File: config.mk
export PLATFORM = sky130hd
export DESIGN_NAME = gmii_rx_frame
export DESIGN_NICKNAME = d
export VERILOG_FILES = /design/src/rtl/gmii_rx_frame.sv
export SDC_FILE = /design/constraint.sdc
export NUM_CORES = 1
export LEC_CHECK = 0
export ABC_AREA = 0
export CORE_ASPECT_RATIO = 1.4
export CORE_MARGIN = 10
export CORE_UTILIZATION = 38
export CTS_BUF_LIST = sky130_fd_sc_hd__clkbuf_4 sky130_fd_sc_hd__clkbuf_8
export DETAILED_ROUTE_END_ITERATION = 16
export PLACE_DENSITY = 0.68
export SLEW_MARGIN = 20
export SYNTH_ARGS = -nofsm -noshare
export SYNTH_HDL_FRONTEND = slang
export SYNTH_SLANG_ARGS = --single-unit
File: constraint.sdc
create_clock -name clk -period 2.53 [get_ports clk]
set_clock_uncertainty 0.1 [all_clocks]
set_input_delay 0.6325 -clock clk [delete_from_list [all_inputs] [get_ports clk]]
set_output_delay 0.6325 -clock clk [all_outputs]
set_load 0.01 [all_outputs]
File: src/rtl/gmii_rx_frame.sv
// gmii_rx_frame: GMII receive-side frame parser (rx_clk domain).
//
// Strips the 0x55 preamble and 0xD5 SFD, delays post-SFD bytes by five
// stages so the four FCS bytes can be dropped at end of frame, and delivers
// the payload on a valid/last stream. One cycle of status (done/fcs_ok/
// rx_err/len_err/frame_len) accompanies out_last; runts get a lone done.
//
// Optional feature macro: GMII_RX_FCS_CHECK_EN
//   defined     : CRC-32 residue check drives fcs_ok.
//   not defined : no CRC logic, fcs_ok reads 1 on every done.
//
// Ports
//   clk, rst_n          clock, asynchronous active-low reset
//   rx_dv, rx_er, rxd   GMII receive inputs
//   out_data/valid/last payload stream (FCS removed)
//   done                one-cycle end-of-frame pulse, qualifies the status below
//   fcs_ok, rx_err, len_err, frame_len  per-frame status
//   good_cnt, bad_cnt   wrapping frame counters
module gmii_rx_frame #(
    parameter int unsigned MAX_LEN = 1518  // payload+FCS limit, must stay below 4095
) (
    input  logic        clk,
    input  logic        rst_n,
    input  logic        rx_dv,
    input  logic        rx_er,
    input  logic [7:0]  rxd,
    output logic [7:0]  out_data,
    output logic        out_valid,
    output logic        out_last,
    output logic        done,
    output logic        fcs_ok,
    output logic        rx_err,
    output logic        len_err,
    output logic [10:0] frame_len,
    output logic [15:0] good_cnt,
    output logic [15:0] bad_cnt
);

    localparam logic [11:0] MaxLenW = 12'(MAX_LEN);

    typedef enum logic [1:0] {StIdle, StPre, StData, StDrop} state_e;

    state_e          state_q, state_d;
    logic [4:0][7:0] line_q, line_d;    // [0] newest, [4] oldest
    logic [11:0]     cnt_q, cnt_d;      // post-SFD bytes, saturating
    logic            err_q, err_d;      // sticky rx_er seen in DATA
    logic [7:0]      out_data_q, out_data_d;
    logic            out_valid_q, out_valid_d;
    logic            out_last_q, out_last_d;
    logic            done_q, done_d;
    logic            fcs_ok_q, fcs_ok_d;
    logic            rx_err_q, rx_err_d;
    logic            len_err_q, len_err_d;
    logic [10:0]     frame_len_q, frame_len_d;
    logic [15:0]     good_cnt_q, good_cnt_d;
    logic [15:0]     bad_cnt_q, bad_cnt_d;
    logic            fcs_good;
    logic            runt;
    logic [11:0]     pay_len;

`ifdef GMII_RX_FCS_CHECK_EN
    logic [31:0] crc_q, crc_d;

    // Reflected CRC-32, one byte per call, LSB first, no final inversion.
    function automatic logic [31:0] crc_byte(input logic [31:0] crc, input logic [7:0] data);
        logic [31:0] c;
        c = crc ^ {24'h0, data};
        for (int i = 0; i < 8; i++) begin
            c = c[0] ? ((c >> 1) ^ 32'hEDB8_8320) : (c >> 1);
        end
        return c;
    endfunction

    // Running the register over data plus a correct FCS leaves this residue.
    assign fcs_good = (crc_q == 32'hDEBB_20E3);
`else
    assign fcs_good = 1'b1;
`endif

    assign runt    = (cnt_q < 12'd5);
    assign pay_len = cnt_q - 12'd4;

    always_comb begin
        state_d     = state_q;
        line_d      = line_q;
        cnt_d       = cnt_q;
        err_d       = err_q;
        out_data_d  = 8'h00;
        out_valid_d = 1'b0;
        out_last_d  = 1'b0;
        done_d      = 1'b0;
        fcs_ok_d    = 1'b0;
        rx_err_d    = 1'b0;
        len_err_d   = 1'b0;
        frame_len_d = 11'd0;
        good_cnt_d  = good_cnt_q;
        bad_cnt_d   = bad_cnt_q;
`ifdef GMII_RX_FCS_CHECK_EN
        crc_d       = crc_q;
`endif

        unique case (state_q)
            StIdle: begin
                if (rx_dv) begin
                    state_d = (rxd == 8'h55) ? StPre : StDrop;
                end
            end
            StPre: begin
                if (!rx_dv) begin
                    state_d = StIdle;
                end else if (rxd == 8'hD5) begin
                    state_d = StData;
                    cnt_d   = 12'd0;
                    err_d   = 1'b0;
`ifdef GMII_RX_FCS_CHECK_EN
                    crc_d   = 32'hFFFF_FFFF;
`endif
                end else if (rxd != 8'h55) begin
                    state_d = StDrop;
                end
            end
            StData: begin
                if (rx_dv) begin
                    line_d = {line_q[3:0], rxd};
                    // Line full: the oldest byte is known not to be FCS.
                    if (!runt) begin
                        out_valid_d = 1'b1;
                        out_data_d  = line_q[4];
                    end
                    if (cnt_q != 12'hFFF) begin
                        cnt_d = cnt_q + 12'd1;
                    end
                    if (rx_er) begin
                        err_d = 1'b1;
                    end
`ifdef GMII_RX_FCS_CHECK_EN
                    crc_d = crc_byte(crc_q, rxd);
`endif
                end else begin
                    // Finalize; a following 0x55 is picked up from IDLE.
                    state_d   = StIdle;
                    done_d    = 1'b1;
                    fcs_ok_d  = fcs_good;
                    rx_err_d  = err_q | runt;
                    len_err_d = (cnt_q > MaxLenW);
                    if (!runt) begin
                        out_valid_d = 1'b1;
                        out_last_d  = 1'b1;
                        out_data_d  = line_q[4];
                        frame_len_d = pay_len[11] ? 11'h7FF : pay_len[10:0];
                    end
                    if (fcs_good && !rx_err_d && !len_err_d) begin
                        good_cnt_d = good_cnt_q + 16'd1;
                    end else begin
                        bad_cnt_d = bad_cnt_q + 16'd1;
                    end
                end
            end
            StDrop: begin
                if (!rx_dv) begin
                    state_d = StIdle;
                end
            end
            default: state_d = StIdle;
        endcase
    end

    always_ff @(posedge clk or negedge rst_n) begin
        if (!rst_n) begin
            state_q     <= StIdle;
            line_q      <= '0;
            cnt_q       <= 12'd0;
            err_q       <= 1'b0;
            out_data_q  <= 8'h00;
            out_valid_q <= 1'b0;
            out_last_q  <= 1'b0;
            done_q      <= 1'b0;
            fcs_ok_q    <= 1'b0;
            rx_err_q    <= 1'b0;
            len_err_q   <= 1'b0;
            frame_len_q <= 11'd0;
            good_cnt_q  <= 16'd0;
            bad_cnt_q   <= 16'd0;
`ifdef GMII_RX_FCS_CHECK_EN
            crc_q       <= 32'hFFFF_FFFF;
`endif
        end else begin
            state_q     <= state_d;
            line_q      <= line_d;
            cnt_q       <= cnt_d;
            err_q       <= err_d;
            out_data_q  <= out_data_d;
            out_valid_q <= out_valid_d;
            out_last_q  <= out_last_d;
            done_q      <= done_d;
            fcs_ok_q    <= fcs_ok_d;
            rx_err_q    <= rx_err_d;
            len_err_q   <= len_err_d;
            frame_len_q <= frame_len_d;
            good_cnt_q  <= good_cnt_d;
            bad_cnt_q   <= bad_cnt_d;
`ifdef GMII_RX_FCS_CHECK_EN
            crc_q       <= crc_d;
`endif
        end
    end

    assign out_data  = out_data_q;
    assign out_valid = out_valid_q;
    assign out_last  = out_last_q;
    assign done      = done_q;
    assign fcs_ok    = fcs_ok_q;
    assign rx_err    = rx_err_q;
    assign len_err   = len_err_q;
    assign frame_len = frame_len_q;
    assign good_cnt  = good_cnt_q;
    assign bad_cnt   = bad_cnt_q;

endmodule

==> impl_metrics.py, run 1 <==
metrics = {
    "cells_and_area": {
        "antenna_cells": 0,
        "final_cell_mix": "nand2_1 (138), dfrtp_1 (111), clkdlybuf4s50_1 (67), nor2_1 (24)",
        "nNetsFinal": 576,
        "finalNonFillerCells": 714,
        "syn2layout_area_growth_pct": 21.1,
        "final_common_cell": "nand2_1",
        "drive_gt1_frac": 0.0980,
        "fin_util": 0.467,
        "fillers": 1239,
        "layout.cell_area.non_filler_mm2": 0.00598,
    },
    "min_path": {
        "hold_path_class": "in -> async",
    },
    "run": {
        "cap_violations": 0,
    },
    "global_routing": {
        "grt.overflow.total": 0,
        "antenna_found_initial": 0,
        "grt_max_degree": 54,
        "grt_usage": 0.120,
        "grt_pass1_vias": 3670,
        "grt_pass1_wl_mm": 17.8,
    },
    "sta": {
        "rsz0062_at_grt": "no",
        "slew_violations": 0,
        "relSlewSlack": 0.606,
        "fin_crit_ns": 2.34,
        "hold_viol": 0,
        "worst_pin_slew_ns": 0.589,
        "fmax_mhz": 427,
        "tns_ns": 0,
        "finalSetupViolations": 0,
        "post-route-period-util": 0.927,
    },
    "detailed_routing": {
        "vias": 3570,
        "drt_wl_total_mm": 10.6,
        "ant_nets": 0,
        "wl_per_cell_um": 14.8,
        "drc_errors": 0,
        "first_pass_iters": 4,
        "via_per_inst": 5.00,
        "drtIter0Drc": 187,
    },
    "synthesis": {
        "synth-seq-cells": 111,
        "syn-num-nets": 505,
        "syn_inst": 485,
        "synth-edff-count": 0,
        "yosysUniqueCellTypes": 49,
        "synth_flop_cell": "dfrtp_1",
        "yosysWarnings": 0,
        "avgSynthCellArea_um2": 10.2,
        "synth.yosys.seq_area_share": 0.563,
        "async_flop_share": 1.00,
        "netlist_area_mm2": 0.00494,
    },
    "pwr": {
        "peakVddDrop_mv": 0.346,
        "leakagePower_nw": 2.83,
        "power.density_mw_per_mm2": 735,
    },
    "clock_network": {
        "cts_setup_buffers": 0,
        "numClockSinks": 111,
        "ctsResizeCount": 0,
        "cts_buffer_depth": 2,
        "cts_max_level": 3,
        "cts_buffers": 9,
        "clk_pin_slew_ns": 0.10,
        "ctsHoldBuffers": 0,
        "cts_tree": "done",
        "insertion_delay_ns": 0.36,
        "root_buffer": "clkbuf_8",
    },
    "setup_path": {
        "worstPathCellList": "inv_1, ha_1, or2b_2, a41oi_2, nand3_2, nand2_1, mux2_2",
        "rr_startpoint": "cnt_q[0]",
        "timing.rr.end": "bad_cnt[1]",
        "crit_slowest_cell": "dfrtp_1",
        "crit_path_max_fanout": 8,
        "critical_path_class": "reg -> reg",
        "critPathMaxStageDelay_ns": 0.44,
        "required_ns": 2.68,
        "arrival_ns": 2.50,
        "cp-start-kind": "register",
        "cp_num_buf_inv": 1,
        "reg2reg_depth": 7,
        "cp-end-kind": "register",
        "r2r_setup_slack_ns": 0.19,
        "critPathTopFamily": "simple AND/OR/NAND/NOR gates",
    },
    "placed_design": {
        "gp_congestion": 0.822,
        "port-buffer-count": 68,
        "dp.cells": 698,
        "hpwl_mm": 7.75,
        "placed_cell_area_mm2": 0.00579,
    },
    "floorplanning": {
        "core_mm2": 0.0128,
        "dieHeight_um": 155,
        "rows": 49,
        "die_w_um": 116,
        "die_area_mm2": 0.0180,
        "io-pin-count": 69,
        "start_util": 0.385,
    },
    "run_status": {
        "outcome": "completed",
    },
}
[cells in the mapped netlist, drive strengths merged, types with 10 or more instances]
| cell | number | area [um^2] |
|---|---|---|
| nand2 | 138 | 518 |
| dfrtp | 111 | 2780 |
| nor2 | 25 | 93.8 |
| xnor2 | 23 | 209 |
| nand3 | 22 | 120 |
| nand4 | 22 | 138 |
| xor2 | 21 | 184 |
| clkbuf | 19 | 123 |
| nor3 | 16 | 100 |
| a21oi | 13 | 65.1 |
| and2 | 10 | 62.6 |
| inv | 10 | 37.5 |
[metrics by stage]
stage	total power, mW	hold slack [ns]	setup slack (ns)
2_1_floorplan	2.96	0.237	0.370
3_3_place_gp	3.39	0.348	0.0479
3_5_place_dp	3.44	0.353	-0.0477
4_1_cts	4.45	0.111	0.178
5_1_grt	4.67	0.123	0.0326
6_report	4.40	0.105	0.185
[registers in the layout (all words and copies together), names as in the netlist]
name / cells
frame_len: 11
cnt_q: 12
out_data: 8
out_valid: 1
fcs_ok: 1
line_q: 40
out_last: 1
rx_err: 1
state_q: 2
good_cnt: 16
err_q: 1
len_err: 1
bad_cnt: 16
[worst reg2reg max path, delay by kind of cell, from the launching register on]
kind	cells	cell delay [ns]
AOI/OAI and AO/OA	1	0.27
DFF	1	0.44
muxes	1	0.35
buffers and inverters	1	0.13
adders and majority gates	1	0.21
and+or+nand+nor	3	0.74
[layer usage]
layer  vias up  track usage  part of all wire
met1      1746        0.145              0.43
li1       1739            -                 -
met3        13       0.0269             0.056
met5         -            0                 0
met2        72        0.204              0.50
met4         0       0.0418             0.015
[where the power goes]
part / internal, mW / total (mW) / switching (mW)
logic: 0.515 / 1.08 / 0.565
registers: 2.06 / 2.31 / 0.253
clock network: 0.408 / 1.00 / 0.597
[layout make-up]
cell class | count | area, um^2 | area share
Sequential cell | 111 | 2780 | 0.465
Tap cell | 153 | 191 | 0.0320
Inverter | 11 | 41.3 | 0.00691
Clock buffer | 11 | 145 | 0.0243
Timing Repair Buffer | 85 | 831 | 0.139
Clock inverter | 5 | 40.0 | 0.00670
Multi-Input combinational cell | 338 | 1950 | 0.326
[how the worst max path moves through the flow]
| stage | cells past startpoint | endpoint | start |
|---|---|---|---|
| after floorplan | 9 | good_cnt[1] | cnt_q[3] |
| after global placement | 6 | good_cnt[11] | rx_dv |
| after detailed placement | 6 | cnt_q[3] | rxd[1] |
| after CTS | 7 | bad_cnt[1] | cnt_q[0] |
| after global routing | 7 | bad_cnt[1] | cnt_q[0] |
| final | 7 | bad_cnt[1] | cnt_q[0] |
[cell families after synthesis]
kind of cell / share of synthesized area
compound gates: 0.0284
xor+xnor: 0.0796
fa+ha+maj: 0.0203
buf+inv: 0.0423
flops: 0.563
mux: 0.00456
simple gates: 0.262
Power figures use the tool's default switching activity.
==> run 2: changes to the inputs <==
--- a/config.mk
+++ b/config.mk
@@ -10,6 +10,7 @@
 export CORE_MARGIN = 10
 export CORE_UTILIZATION = 38
 export CTS_BUF_LIST = sky130_fd_sc_hd__clkbuf_4 sky130_fd_sc_hd__clkbuf_8
+export CTS_CLUSTER_SIZE = 20
 export DETAILED_ROUTE_END_ITERATION = 16
 export PLACE_DENSITY = 0.68
 export SLEW_MARGIN = 20
==> results of run 2 <==
No change in the layout: final DEF, timing and power equal those of run 1.
==> run 3: changes to the inputs <==
--- a/config.mk
+++ b/config.mk
@@ -7,12 +7,13 @@
 export LEC_CHECK = 0
 export ABC_AREA = 0
 export CORE_ASPECT_RATIO = 1.4
-export CORE_MARGIN = 10
-export CORE_UTILIZATION = 38
+export CORE_MARGIN = 2
+export CORE_UTILIZATION = 57
 export CTS_BUF_LIST = sky130_fd_sc_hd__clkbuf_4 sky130_fd_sc_hd__clkbuf_8
 export CTS_CLUSTER_SIZE = 20
 export DETAILED_ROUTE_END_ITERATION = 16
-export PLACE_DENSITY = 0.68
+export GPL_TIMING_DRIVEN = 0
+export PLACE_DENSITY = 0.92
 export SLEW_MARGIN = 20
 export SYNTH_ARGS = -nofsm -noshare
 export SYNTH_HDL_FRONTEND = slang
==> run 3 against run 2 <==
Flip-flop and latch count is the same. Global-route usage grew 11 points. Hold slack lost 0.047 ns. First-iteration DRC count grew 27%. Critical path type unchanged. Largest power group unchanged.
==> impl_metrics.py, run 3 (synthesis gave the netlist of run 1 again) <==
metrics = {
    "sta": {
        "worst_pin_slew_ns": 0.646,
        "finalSetupViolations": 0,
        "hold_viol": 0,
        "fin_ws_ns": 0.0698,
        "relSlewSlack": 0.568,
        "post-route-period-util": 0.972,
        "slew_violations": 0,
        "fmax_mhz": 406,
        "fin_crit_ns": 2.46,
        "rsz0062_at_grt": "no",
    },
    "setup_path": {
        "crit_path_max_fanout": 10,
        "cp-end-kind": "register",
        "critical_path_class": "reg -> reg",
        "required_ns": 2.69,
        "arrival_ns": 2.62,
        "cp-start-kind": "register",
    },
    "min_path": {
        "hold_path_class": "in -> async",
    },
    "clock_network": {
        "root_buffer": "clkbuf_8",
        "cts_buffers": 9,
        "ctsHoldBuffers": 0,
        "cts_tree": "done",
        "cts_buffer_depth": 2,
        "clk_pin_slew_ns": 0.10,
        "cts_max_level": 3,
        "insertion_delay_ns": 0.37,
        "ctsResizeCount": 0,
        "numClockSinks": 111,
        "cts_setup_buffers": 0,
    },
    "pwr": {
        "netSwitchingFraction": 0.323,
        "power.density_mw_per_mm2": 740,
        "peakVddDrop_mv": 0.563,
        "p_comb_frac": 0.261,
        "p_int_mw": 3.00,
        "p_switching_mw": 1.43,
        "seq_power_share": 0.513,
        "leakagePower_nw": 2.85,
        "pwr-share-clk": 0.226,
    },
    "cells_and_area": {
        "syn2layout_area_growth_pct": 21.3,
        "largest_register": "line_q",
        "final_common_cell": "nand2_1",
        "fin_util": 0.704,
        "drive_gt1_frac": 0.0912,
        "final_cell_mix": "nand2_1 (138), dfrtp_1 (111), clkdlybuf4s50_1 (67), nor2_1 (25)",
        "largest_register_ffs": 40,
        "nNetsFinal": 585,
        "antenna_cells": 0,
    },
    "global_routing": {
        "grt_max_degree": 72,
        "grt_usage": 0.233,
        "grt.overflow.total": 0,
        "grt_pass1_wl_mm": 16.9,
        "antenna_found_initial": 0,
        "grt_pass1_vias": 3725,
    },
    "placed_design": {
        "gp_congestion": 0.870,
        "port-buffer-count": 68,
        "pre_cts_ws_ns": -0.311,
        "hpwl_mm": 7.37,
    },
    "run_status": {
        "outcome": "completed",
    },
    "floorplanning": {
        "io-pin-count": 69,
        "die_area_mm2": 0.00943,
        "rows": 40,
        "dieHeight_um": 114,
        "start_util": 0.580,
        "die_w_um": 82.6,
        "core_mm2": 0.00851,
    },
    "detailed_routing": {
        "drt_wl_total_mm": 10.1,
        "via_per_inst": 5.47,
        "ant_nets": 0,
        "first_pass_iters": 4,
        "drc_errors": 0,
        "vias": 3694,
        "drtIter0Drc": 238,
        "wl_per_cell_um": 15.0,
    },
    "run": {
        "cap_violations": 0,
    },
}
## run 3: final timing paths
| check | startpoint | to | slack (ns) | cells past startpoint |
|---|---|---|---|---|
| min in group clk | line_q[25] | line_q[33] | 0.38 | 2 |
| hold / removal | rst_n | bad_cnt[15] | 0.06 | 1 |
| setup / recovery | cnt_q[3] | good_cnt[1] | 0.07 | 9 |
| hold reg to reg | line_q[25] | line_q[33] | 0.38 | 2 |
| max in group asynchronous | rst_n | good_cnt[11] | 1.63 | 2 |
| setup reg to reg | cnt_q[3] | good_cnt[1] | 0.07 | 9 |
## run 3: final cells by class
class / instances / area (um^2)
buffer: 25 / 170
tap: 105 / 131
fill: 614 / 2520
multi-input combinational: 338 / 1970
inverter: 11 / 41.3
sequential: 111 / 2780
clock buffer: 11 / 145
timing repair buffer: 69 / 709
clock inverter: 5 / 41.3
## run 3: metal layers
layer / wire length [um] / up-vias / GRT usage
li1: - / 1762 / -
met1: 4010 / 1810 / 0.275
met2: 5480 / 101 / 0.409
met3: 421 / 21 / 0.0379
met4: 220 / 0 / 0.103
met5: 0 / - / 0
## run 3: per-stage QoR
stage	TNS (ns)	total power, mW	hold slack, ns	std cells	area [um^2]
2_1_floorplan	0	2.96	0.237	485	4940
3_3_place_gp	-356.83	3.36	0.347	658	5750
3_5_place_dp	-8.36	3.45	0.356	659	5780
4_1_cts	0	4.45	0.0557	675	5960
5_1_grt	0	4.69	0.0672	675	5990
6_report	0	4.43	0.0586	675	5990
## run 3: power groups by stage
stage	clock network [mW]	registers, mW	logic (mW)
floorplan	0	2.30	0.652
global placement	0	2.28	1.08
detailed placement	0	2.30	1.14
CTS	1.02	2.27	1.16
global route	1.10	2.31	1.28
finish	1.00	2.27	1.16
## run 3: critical path: stages, from the launching register on
cell	delay [ns]
dfrtp_1	0.39
clkbuf_2	0.17
inv_1	0.15
ha_1	0.17
or2b_2	0.33
a41oi_4	0.29
and3_4	0.23
buf_6	0.15
nand2_1	0.10
mux2_2	0.28
